File: src/rtl/hhmm_pkg.sv
// Shared encodings for the stochastic HHMM level: parent mode codes, level phases
// and the wrap-around index helper used by the rotating-priority picker.
package hhmm_pkg;

  localparam logic [1:0] BV_SLEEP  = 2'd0;
  localparam logic [1:0] BV_SEARCH = 2'd1;
  localparam logic [1:0] BV_HOLD   = 2'd2;
  localparam logic [1:0] BV_INIT   = 2'd3;

  typedef enum logic [1:0] {
    IDLE = 2'd0,
    RUN  = 2'd1,
    HOLD = 2'd2,
    DONE = 2'd3
  } phase_e;

  // Index reached by stepping 'off' places from 'p' in a ring of 'n' entries.
  function automatic int rr_index(input int p, input int off, input int n);
    return (p + off) % n;
  endfunction

endpackage

File: src/rtl/hhmm_rr_pick.sv
// Rotating-priority picker: first set bit of v at or after ptr, wrapping to
// the bottom of the vector. Outputs are don't-care (zero) when v is empty.
module hhmm_rr_pick
  import hhmm_pkg::*;
#(
  parameter int NS = 4,
  localparam int PW = (NS > 1) ? $clog2(NS) : 1
) (
  input  logic [NS-1:0] v,
  input  logic [PW-1:0] ptr,
  output logic [NS-1:0] onehot,
  output logic [PW-1:0] idx,
  output logic          any
);

  always_comb begin
    onehot = '0;
    idx    = '0;
    any    = 1'b0;
    for (int i = 0; i < NS; i++) begin
      if (!any && v[rr_index(int'(ptr), i, NS)]) begin
        any = 1'b1;
        idx = PW'(rr_index(int'(ptr), i, NS));
        onehot[rr_index(int'(ptr), i, NS)] = 1'b1;
      end
    end
  end

endmodule

File: src/rtl/hhmm_level_n.sv
// N-state level of the stochastic hierarchical HMM: one-hot state driven by
// entry/transition/exit bitstreams, with suspend/resume and a transition counter.
module hhmm_level_n
  import hhmm_pkg::*;
#(
  parameter int NS = 4,
  parameter int CW = 8,
  localparam int PW = (NS > 1) ? $clog2(NS) : 1
) (
  input  logic             CLK,
  input  logic             INIT,
  input  logic [1:0]       BV,
  input  logic [NS-1:0]    P0,
  input  logic [NS*NS-1:0] A,
  input  logic [NS-1:0]    PE,
  output logic [NS-1:0]    S,
  output logic             T,
  output logic [NS-1:0]    S_MEM,
  output logic [CW-1:0]    NTRANS
);

  logic [NS-1:0] s_q, s_d;
  logic          t_q, t_d;
  logic [NS-1:0] s_mem_q, s_mem_d;
  logic [CW-1:0] ntrans_q, ntrans_d;
  logic [PW-1:0] ptr_q, ptr_d;
  phase_e        phase_q, phase_d;

  logic [PW-1:0] cur_k;
  logic [NS-1:0] row;
  logic [NS-1:0] pick_v, pick_onehot;
  logic [PW-1:0] pick_idx, ptr_after;
  logic          pick_any;

  always_comb begin
    cur_k = '0;
    for (int i = 0; i < NS; i++) begin
      if (s_q[i]) cur_k = PW'(i);
    end
  end

  assign row = A[int'(cur_k)*NS +: NS];

  // One picker serves both entry (IDLE) and horizontal moves (RUN).
  assign pick_v = (phase_q == IDLE) ? P0 : row;

  hhmm_rr_pick #(.NS(NS)) u_pick (
    .v      (pick_v),
    .ptr    (ptr_q),
    .onehot (pick_onehot),
    .idx    (pick_idx),
    .any    (pick_any)
  );

  assign ptr_after = (pick_idx == PW'(NS - 1)) ? '0 : pick_idx + PW'(1);

  always_comb begin
    s_d      = '0;
    t_d      = 1'b0;
    s_mem_d  = s_mem_q;
    ntrans_d = ntrans_q;
    ptr_d    = ptr_q;
    phase_d  = phase_q;
    unique case (BV)
      BV_SLEEP: phase_d = IDLE;
      BV_INIT: begin
        s_mem_d  = '0;
        ntrans_d = '0;
        ptr_d    = '0;
        phase_d  = IDLE;
      end
      BV_HOLD: begin
        if (phase_q == RUN) begin
          s_mem_d = s_q;
          phase_d = HOLD;
        end
      end
      BV_SEARCH: begin
        unique case (phase_q)
          IDLE: begin
            if (pick_any) begin
              s_d     = pick_onehot;
              ptr_d   = ptr_after;
              phase_d = RUN;
            end
          end
          RUN: begin
            // A pending transition beats a simultaneous exit request.
            if (pick_any) begin
              s_d   = pick_onehot;
              ptr_d = ptr_after;
              if (ntrans_q != '1) ntrans_d = ntrans_q + CW'(1);
            end else if (PE[cur_k]) begin
              t_d     = 1'b1;
              phase_d = DONE;
            end else begin
              s_d = s_q;
            end
          end
          HOLD: begin
            s_d     = s_mem_q;
            phase_d = RUN;
          end
          DONE: phase_d = DONE;
        endcase
      end
    endcase
  end

  always_ff @(posedge CLK) begin
    if (INIT) begin
      s_q      <= '0;
      t_q      <= 1'b0;
      s_mem_q  <= '0;
      ntrans_q <= '0;
      ptr_q    <= '0;
      phase_q  <= IDLE;
    end else begin
      s_q      <= s_d;
      t_q      <= t_d;
      s_mem_q  <= s_mem_d;
      ntrans_q <= ntrans_d;
      ptr_q    <= ptr_d;
      phase_q  <= phase_d;
    end
  end

  assign S      = s_q;
  assign T      = t_q;
  assign S_MEM  = s_mem_q;
  assign NTRANS = ntrans_q;

endmodule

File: config.mk
export PLATFORM = sky130hd
export DESIGN_NAME = hhmm_level_n
export DESIGN_NICKNAME = d
export VERILOG_FILES = /design/src/rtl/hhmm_pkg.sv /design/src/rtl/hhmm_rr_pick.sv /design/src/rtl/hhmm_level_n.sv
export SDC_FILE = /design/constraint.sdc
export NUM_CORES = 1
export LEC_CHECK = 0
export BUFFER_PORTS_ARGS = -buffer_cell sky130_fd_sc_hd__buf_2
export CAP_MARGIN = 10
export CORE_MARGIN = 5
export CORE_UTILIZATION = 49
export CTS_CLUSTER_SIZE = 30
export DETAILED_ROUTE_END_ITERATION = 8
export PLACE_DENSITY = 0.83
export SLEW_MARGIN = 20
export SYNTH_ARGS = -nofsm -noshare
export SYNTH_HDL_FRONTEND = slang
export SYNTH_SLANG_ARGS = --single-unit
File: constraint.sdc
create_clock -name CLK -period 3.3 [get_ports CLK]
set_input_delay 0.66 -clock CLK [delete_from_list [all_inputs] [get_ports CLK]]
set_output_delay 0.66 -clock CLK [all_outputs]
set_load 0.1 [all_outputs]
==> flow_summary.ini, run 1 <==
[clock_tree]
cts_tree = done
cts-root-to-sink-buffers = 2
cts_made_buffers = 3
clk_slew_on_worst_s_h_paths_ns = 0.11
clock_sink_count = 21
cts-root-buf = sky130_fd_sc_hd__clkbuf_4
post_cts_hold_buffer_count = 0
cts.repair_timing.setup_buffer_count = 0
clock_latency_ns = 0.30
cts-htree-levels = 1
post_cts.resized_instances = 0

[synth]
yosys_most_used_dff = sky130_fd_sc_hd__dfxtp_1
synth.ff_latch_count = 21
ys_warn_count = 0
synth_edf_count = 0
seq_area_frac_synth = 0.2381
postSynthCellCount = 231
syn_avg_cell_area_um2 = 7.643
netlist_area_um2 = 1765
async_reset_ff_frac = 0
post_synth_num_cell_types = 52
post_synthesis_net_count = 270

[cells_and_area]
number_of_antenna_repair_diodes = 0
final_layout_size_suffix_gt1_frac = 0.2410
final_nets = 318
final_area_um2 = 2079
areaGrowthSynthToFinish_pct = 17.79
finish.cell_count_without_fillers = 324

[place]
numPortBuffers = 44
globalplace.congestion = 0.9791
hpwl_um = 3656
placedCellCount = 320
postPlaceCellArea_um2 = 2053

[detailed_routing]
wl_per_cell_um = 14.22
detail_route.iter0.violations = 187
vias = 1905
detailedRoute.firstPassIterationCount = 5
detail_route.wirelength_um = 4606
ant_nets = 0
detail_route.drc_violations = 0
viasPerCell = 5.880

[setup_path]
worst_reg_to_reg_setup_slack_ns = 0.28
critical-path-slowest-cell = sky130_fd_sc_hd__mux4_2
worstPathBufferInverterCount = 0
crit_family = simple AND/OR/NAND/NOR gates
timing.critical_path.slowest_cell_delay_ns = 0.51
worstPathRequired_ns = 3.53
criticalPathCategory = reg -> reg
crit_path_start = S[3]
path_max_fanout = 14
timing.rr.start = S[3]
startpoint_type = register
critPathArrivalTime_ns = 3.25
setup.worst_path.end_class = register
crit_path_cell_trace = or2_4, o2111a_2, or2_1, mux4_2, and4_1, o21a_4, or4b_1, a21oi_1

[sta]
slew_headroom = 0.6744
max_clock_freq_ghz = 0.3312
final.hold.worst_slack_ns = 0.5016
timing_worst_slew_pin_value_ns = 0.4868
slew_viols_final = 0
clock-skew-final_ns = 0.01124
layout_worst_path_cycle_share = 0.9148
min_period_ns = 3.019
hold_viol = 0
rsz0062_at_grt = no
report.final.setup_viol = 0
setup_tns_ns = 0

[power_and_ir_drop]
p_leak_nw = 0.8572
worst_ir_drop_vdd_mv = 0.1846
power_per_cell_area_nw_per_um2 = 334.9

[floorplanning]
ioPinCount = 45
die-area_um2 = 4904
floorplan.rows = 21
die_w_um = 70.03
die-height_um = 70.03
core_area_um2 = 3416
floorplan.initialDensity = 0.5168

[job]
max-cap-violations = 0

[global_route]
via_count_of_the_first_global_routing_pass = 1714
antenna_found_initial = 0
global_route_usage_sum = 0.1817
grt-ovfl-total = 0
grt_max_degree = 16
grt_first_pass_wirelength_um = 7610

[min_path]
hold_start = S_MEM[2]
worst_hold_path_type = reg -> reg

[run_status]
run_status = finished clean
## cell families after synthesis
group                      share of synthesized area
and+or+nand+nor                               0.3161
AOI/OAI and AO/OA                             0.2438
DFF                                           0.2381
buffers and inverters                        0.04961
adders and majority gates                    0.07796
muxes                                        0.05953
xor gates and xnor gates                     0.01489
## tightest hold or removal path: cells and delay by family, from the launching register on
family,cells,cell delay [ns]
flops,1,0.34
simple gates,1,0.06
compound gates,1,0.07
## sequential cells by signal, indices dropped and copies added (netlist names)
signal / flops
phase_q: 2
S: 4
NTRANS: 8
ptr_q: 2
T: 1
S_MEM: 4
## cell type report
cell class	count	area, um^2
fillers	316	1336
flip-flops and latches	21	424.2
clock buffers	4	26.28
inverters	7	26.28
repair buffers	53	287.8
well taps	46	57.56
multi-input cells	193	1257
## path summary, 6_finish.rpt
check                    to  depth (start not counted)
setup / recovery  NTRANS[7]                          8
hold / removal         S[2]                          2
setup reg to reg  NTRANS[7]                          8
hold reg to reg        S[2]                          2
## stage by stage
step,util,power (mW),setup WS (ns)
after floorplan,-,0.4823,0.02407
after global placement,0.6011,0.5694,0.2609
after detailed placement,0.6011,0.5719,0.1962
after CTS,0.6088,0.6937,0.3061
after global routing,0.6088,0.7415,0.1625
final,0.6088,0.6965,0.2811
## cell usage after synthesis (2+ instances only)
cell type / instances / area share
sky130_fd_sc_hd__o31ai_1: 2 / 0.0085
sky130_fd_sc_hd__a21oi_1: 19 / 0.054
sky130_fd_sc_hd__o2111a_1: 4 / 0.026
sky130_fd_sc_hd__nand2_1: 18 / 0.038
sky130_fd_sc_hd__a31oi_1: 6 / 0.021
sky130_fd_sc_hd__buf_6: 3 / 0.019
sky130_fd_sc_hd__and3_1: 2 / 0.0071
sky130_fd_sc_hd__dfxtp_1: 21 / 0.24
sky130_fd_sc_hd__clkinv_1: 2 / 0.0043
sky130_fd_sc_hd__clkbuf_1: 6 / 0.013
sky130_fd_sc_hd__nor2b_1: 3 / 0.011
sky130_fd_sc_hd__nor2_1: 26 / 0.055
sky130_fd_sc_hd__xnor2_1: 2 / 0.0099
sky130_fd_sc_hd__and2_1: 6 / 0.021
sky130_fd_sc_hd__o21ai_0: 16 / 0.045
sky130_fd_sc_hd__ha_1: 11 / 0.078
sky130_fd_sc_hd__or4_1: 2 / 0.0085
sky130_fd_sc_hd__and4b_1: 2 / 0.011
sky130_fd_sc_hd__a22oi_1: 4 / 0.017
sky130_fd_sc_hd__nand3_1: 10 / 0.028
sky130_fd_sc_hd__nand2b_1: 2 / 0.0071
sky130_fd_sc_hd__nor4_1: 4 / 0.014
sky130_fd_sc_hd__or3_1: 2 / 0.0071
sky130_fd_sc_hd__nand4_1: 3 / 0.011
sky130_fd_sc_hd__or2_2: 2 / 0.0071
sky130_fd_sc_hd__inv_1: 5 / 0.011
sky130_fd_sc_hd__mux4_2: 2 / 0.026
sky130_fd_sc_hd__mux2i_1: 6 / 0.034
sky130_fd_sc_hd__nand3b_1: 4 / 0.017
sky130_fd_sc_hd__or2_1: 4 / 0.014
sky130_fd_sc_hd__nor3_1: 11 / 0.031
## cell usage in the layout, fill, tap and decap left out, types with 2 or more instances in the layout
master / instances
sky130_fd_sc_hd__nor2_1: 26
sky130_fd_sc_hd__nand2b_1: 2
sky130_fd_sc_hd__a31oi_1: 6
sky130_fd_sc_hd__nor2b_1: 3
sky130_fd_sc_hd__a22oi_1: 4
sky130_fd_sc_hd__xnor2_1: 2
sky130_fd_sc_hd__buf_2: 44
sky130_fd_sc_hd__or2_2: 2
sky130_fd_sc_hd__and2_1: 6
sky130_fd_sc_hd__mux2i_1: 6
sky130_fd_sc_hd__or4_1: 2
sky130_fd_sc_hd__and4b_1: 2
sky130_fd_sc_hd__nand4_1: 3
sky130_fd_sc_hd__clkinv_1: 2
sky130_fd_sc_hd__buf_4: 9
sky130_fd_sc_hd__o31ai_1: 2
sky130_fd_sc_hd__mux4_2: 2
sky130_fd_sc_hd__nand3b_1: 4
sky130_fd_sc_hd__inv_1: 5
sky130_fd_sc_hd__o21ai_0: 16
sky130_fd_sc_hd__ha_1: 11
sky130_fd_sc_hd__clkbuf_4: 3
sky130_fd_sc_hd__and3_1: 2
sky130_fd_sc_hd__or3_1: 2
sky130_fd_sc_hd__a21oi_1: 19
sky130_fd_sc_hd__nand2_1: 18
sky130_fd_sc_hd__o2111a_1: 4
sky130_fd_sc_hd__nor4_1: 4
sky130_fd_sc_hd__or2_1: 4
sky130_fd_sc_hd__dfxtp_2: 3
sky130_fd_sc_hd__dfxtp_1: 18
sky130_fd_sc_hd__nand3_1: 10
sky130_fd_sc_hd__nor3_1: 11
## power by group
group	leakage (nW)	internal [mW]	switching, mW	total [mW]
Sequential	0.171	0.260	0.00912	0.269
Clock	0.0150	0.0470	0.0762	0.123
Combinational	0.671	0.119	0.185	0.304
## routing by layer
metal / track usage / part of all wire / vias to the layer above
met5: 0 / 0 / -
met2: 0.3001 / 0.47 / 69
met1: 0.2474 / 0.45 / 880
met4: 0.05319 / 0.0096 / 0
li1: - / - / 952
met3: 0.02152 / 0.071 / 4
Note: power is estimated with default switching activity, not from simulation.
==> run 2, diff against run 1 <==
CORE_UTILIZATION = 50   (was 49)
PLACE_DENSITY = 0.84   (was 0.83)
==> flow_summary.ini, run 2 (same netlist as run 1, synthesis figures left out) <==
[detailed_routing]
viasPerCell = 6.000
detailedRoute.firstPassIterationCount = 6
vias = 1938
detail_route.wirelength_um = 4663
ant_nets = 0
wl_per_cell_um = 14.44
detail_route.iter0.violations = 181
detail_route.drc_violations = 0

[place]
globalplace.congestion = 0.9569
placedCellCount = 319
hpwl_um = 3714
postPlaceCellArea_um2 = 2046
numPortBuffers = 44

[power_and_ir_drop]
p_comb_frac = 0.430
total_switching_power_uw = 271.7
netSwitchingFraction = 0.3924
worst_ir_drop_vdd_mv = 0.1338
internal-power_uw = 420.6
power.share.sequential = 0.388
report.power.total_uw = 692.2
clock_power_share = 0.182
p_leak_nw = 0.8537
power_per_cell_area_nw_per_um2 = 334.1

[sta]
layout_worst_path_cycle_share = 0.9139
setup_tns_ns = 0
min_period_ns = 3.016
slew_viols_final = 0
rsz0062_at_grt = no
timing_worst_slew_pin_value_ns = 0.7171
slew_headroom = 0.5180
hold_viol = 0
max_clock_freq_ghz = 0.3316
clock-skew-final_ns = 0.01050
report.final.setup_viol = 0

[job]
max-cap-violations = 0

[setup_path]
worst_reg_to_reg_setup_slack_ns = 0.28
critPathArrivalTime_ns = 3.26
path_max_fanout = 14
worstPathRequired_ns = 3.54
setup.worst_path.end_class = register
startpoint_type = register
criticalPathCategory = reg -> reg

[cells_and_area]
areaGrowthSynthToFinish_pct = 17.36
mostFrequentLayoutCells = sky130_fd_sc_hd__buf_2 (44), sky130_fd_sc_hd__nor2_1 (26), sky130_fd_sc_hd__a21oi_1 (19)
final_layout_size_suffix_gt1_frac = 0.2383
final_area_um2 = 2072
number_of_antenna_repair_diodes = 0
finish.cell_count_without_fillers = 323
largest_register_ff_count = 8
most_common_cell_after_layout_fill_and_taps_aside = sky130_fd_sc_hd__buf_2
final_nets = 317

[clock_tree]
cts-root-buf = sky130_fd_sc_hd__clkbuf_4
clk_slew_on_worst_s_h_paths_ns = 0.12
cts_made_buffers = 3
clock_latency_ns = 0.31
cts-htree-levels = 1
clock_sink_count = 21
cts-root-to-sink-buffers = 2
post_cts.resized_instances = 0
cts.repair_timing.setup_buffer_count = 0
post_cts_hold_buffer_count = 0
cts_tree = done

[floorplanning]
core_area_um2 = 3390
die-area_um2 = 4819
die_w_um = 69.42
ioPinCount = 45
floorplan.rows = 21
die-height_um = 69.42
floorplan.initialDensity = 0.5209

[global_route]
antenna_found_initial = 0
grt_first_pass_wirelength_um = 7755
grt_max_degree = 16
grt-ovfl-total = 0
global_route_usage_sum = 0.1884
via_count_of_the_first_global_routing_pass = 1764

[run_status]
run_status = finished clean

[min_path]
worst_hold_path_type = reg -> reg
-- run 2: per-layer routing --
metal / vias up / track usage / share of wire
li1: 953 / - / -
met1: 905 / 0.2434 / 0.44
met2: 72 / 0.3284 / 0.49
met3: 8 / 0.01304 / 0.049
met4: 0 / 0.06508 / 0.016
met5: - / 0 / 0
-- run 2: power by group through the flow --
stage / logic (mW) / clock network (mW) / registers [mW]
after floorplan: 0.188 / 0 / 0.294
after global placement: 0.287 / 0 / 0.274
after detailed placement: 0.291 / 0 / 0.274
after CTS: 0.292 / 0.129 / 0.269
after global routing: 0.324 / 0.139 / 0.270
final: 0.298 / 0.126 / 0.269
-- run 2: metrics by stage --
| step | hold slack [ns] | util | setup slack (ns) |
|---|---|---|---|
| detailed placement | 0.4755 | 0.6035 | 0.1785 |
| global placement | 0.4660 | 0.6035 | 0.2448 |
| finish | 0.4935 | 0.6113 | 0.2841 |
| global route | 0.5260 | 0.6113 | 0.1259 |
| CTS | 0.4946 | 0.6113 | 0.2951 |
| floorplan | 0.4878 | - | 0.02407 |
-- run 2: worst paths after layout --
kind              depth (start not counted)   endpoint  startpoint
setup / recovery                          8  NTRANS[7]        S[3]
hold / removal                            2       S[2]    S_MEM[2]
setup reg to reg                          8  NTRANS[7]        S[3]
hold reg to reg                           2       S[2]    S_MEM[2]
-- run 2: critical path, stage by stage, from the launching register on --
cell                       delay [ns]
sky130_fd_sc_hd__dfxtp_2         0.40
sky130_fd_sc_hd__or2_4           0.28
sky130_fd_sc_hd__o2111a_2        0.31
sky130_fd_sc_hd__or2_1           0.26
sky130_fd_sc_hd__mux4_2          0.52
sky130_fd_sc_hd__and4_1          0.27
sky130_fd_sc_hd__o21a_4          0.25
sky130_fd_sc_hd__or4b_1          0.50
sky130_fd_sc_hd__a21oi_1         0.15
-- run 2: area by class of cell --
cell class | instances | area, um^2
fillers | 315 | 1318
multi-input cells | 193 | 1257
flip-flops and latches | 21 | 424.2
repair buffers | 52 | 280.3
well taps | 46 | 57.56
clock buffers | 4 | 26.28
inverters | 7 | 26.28
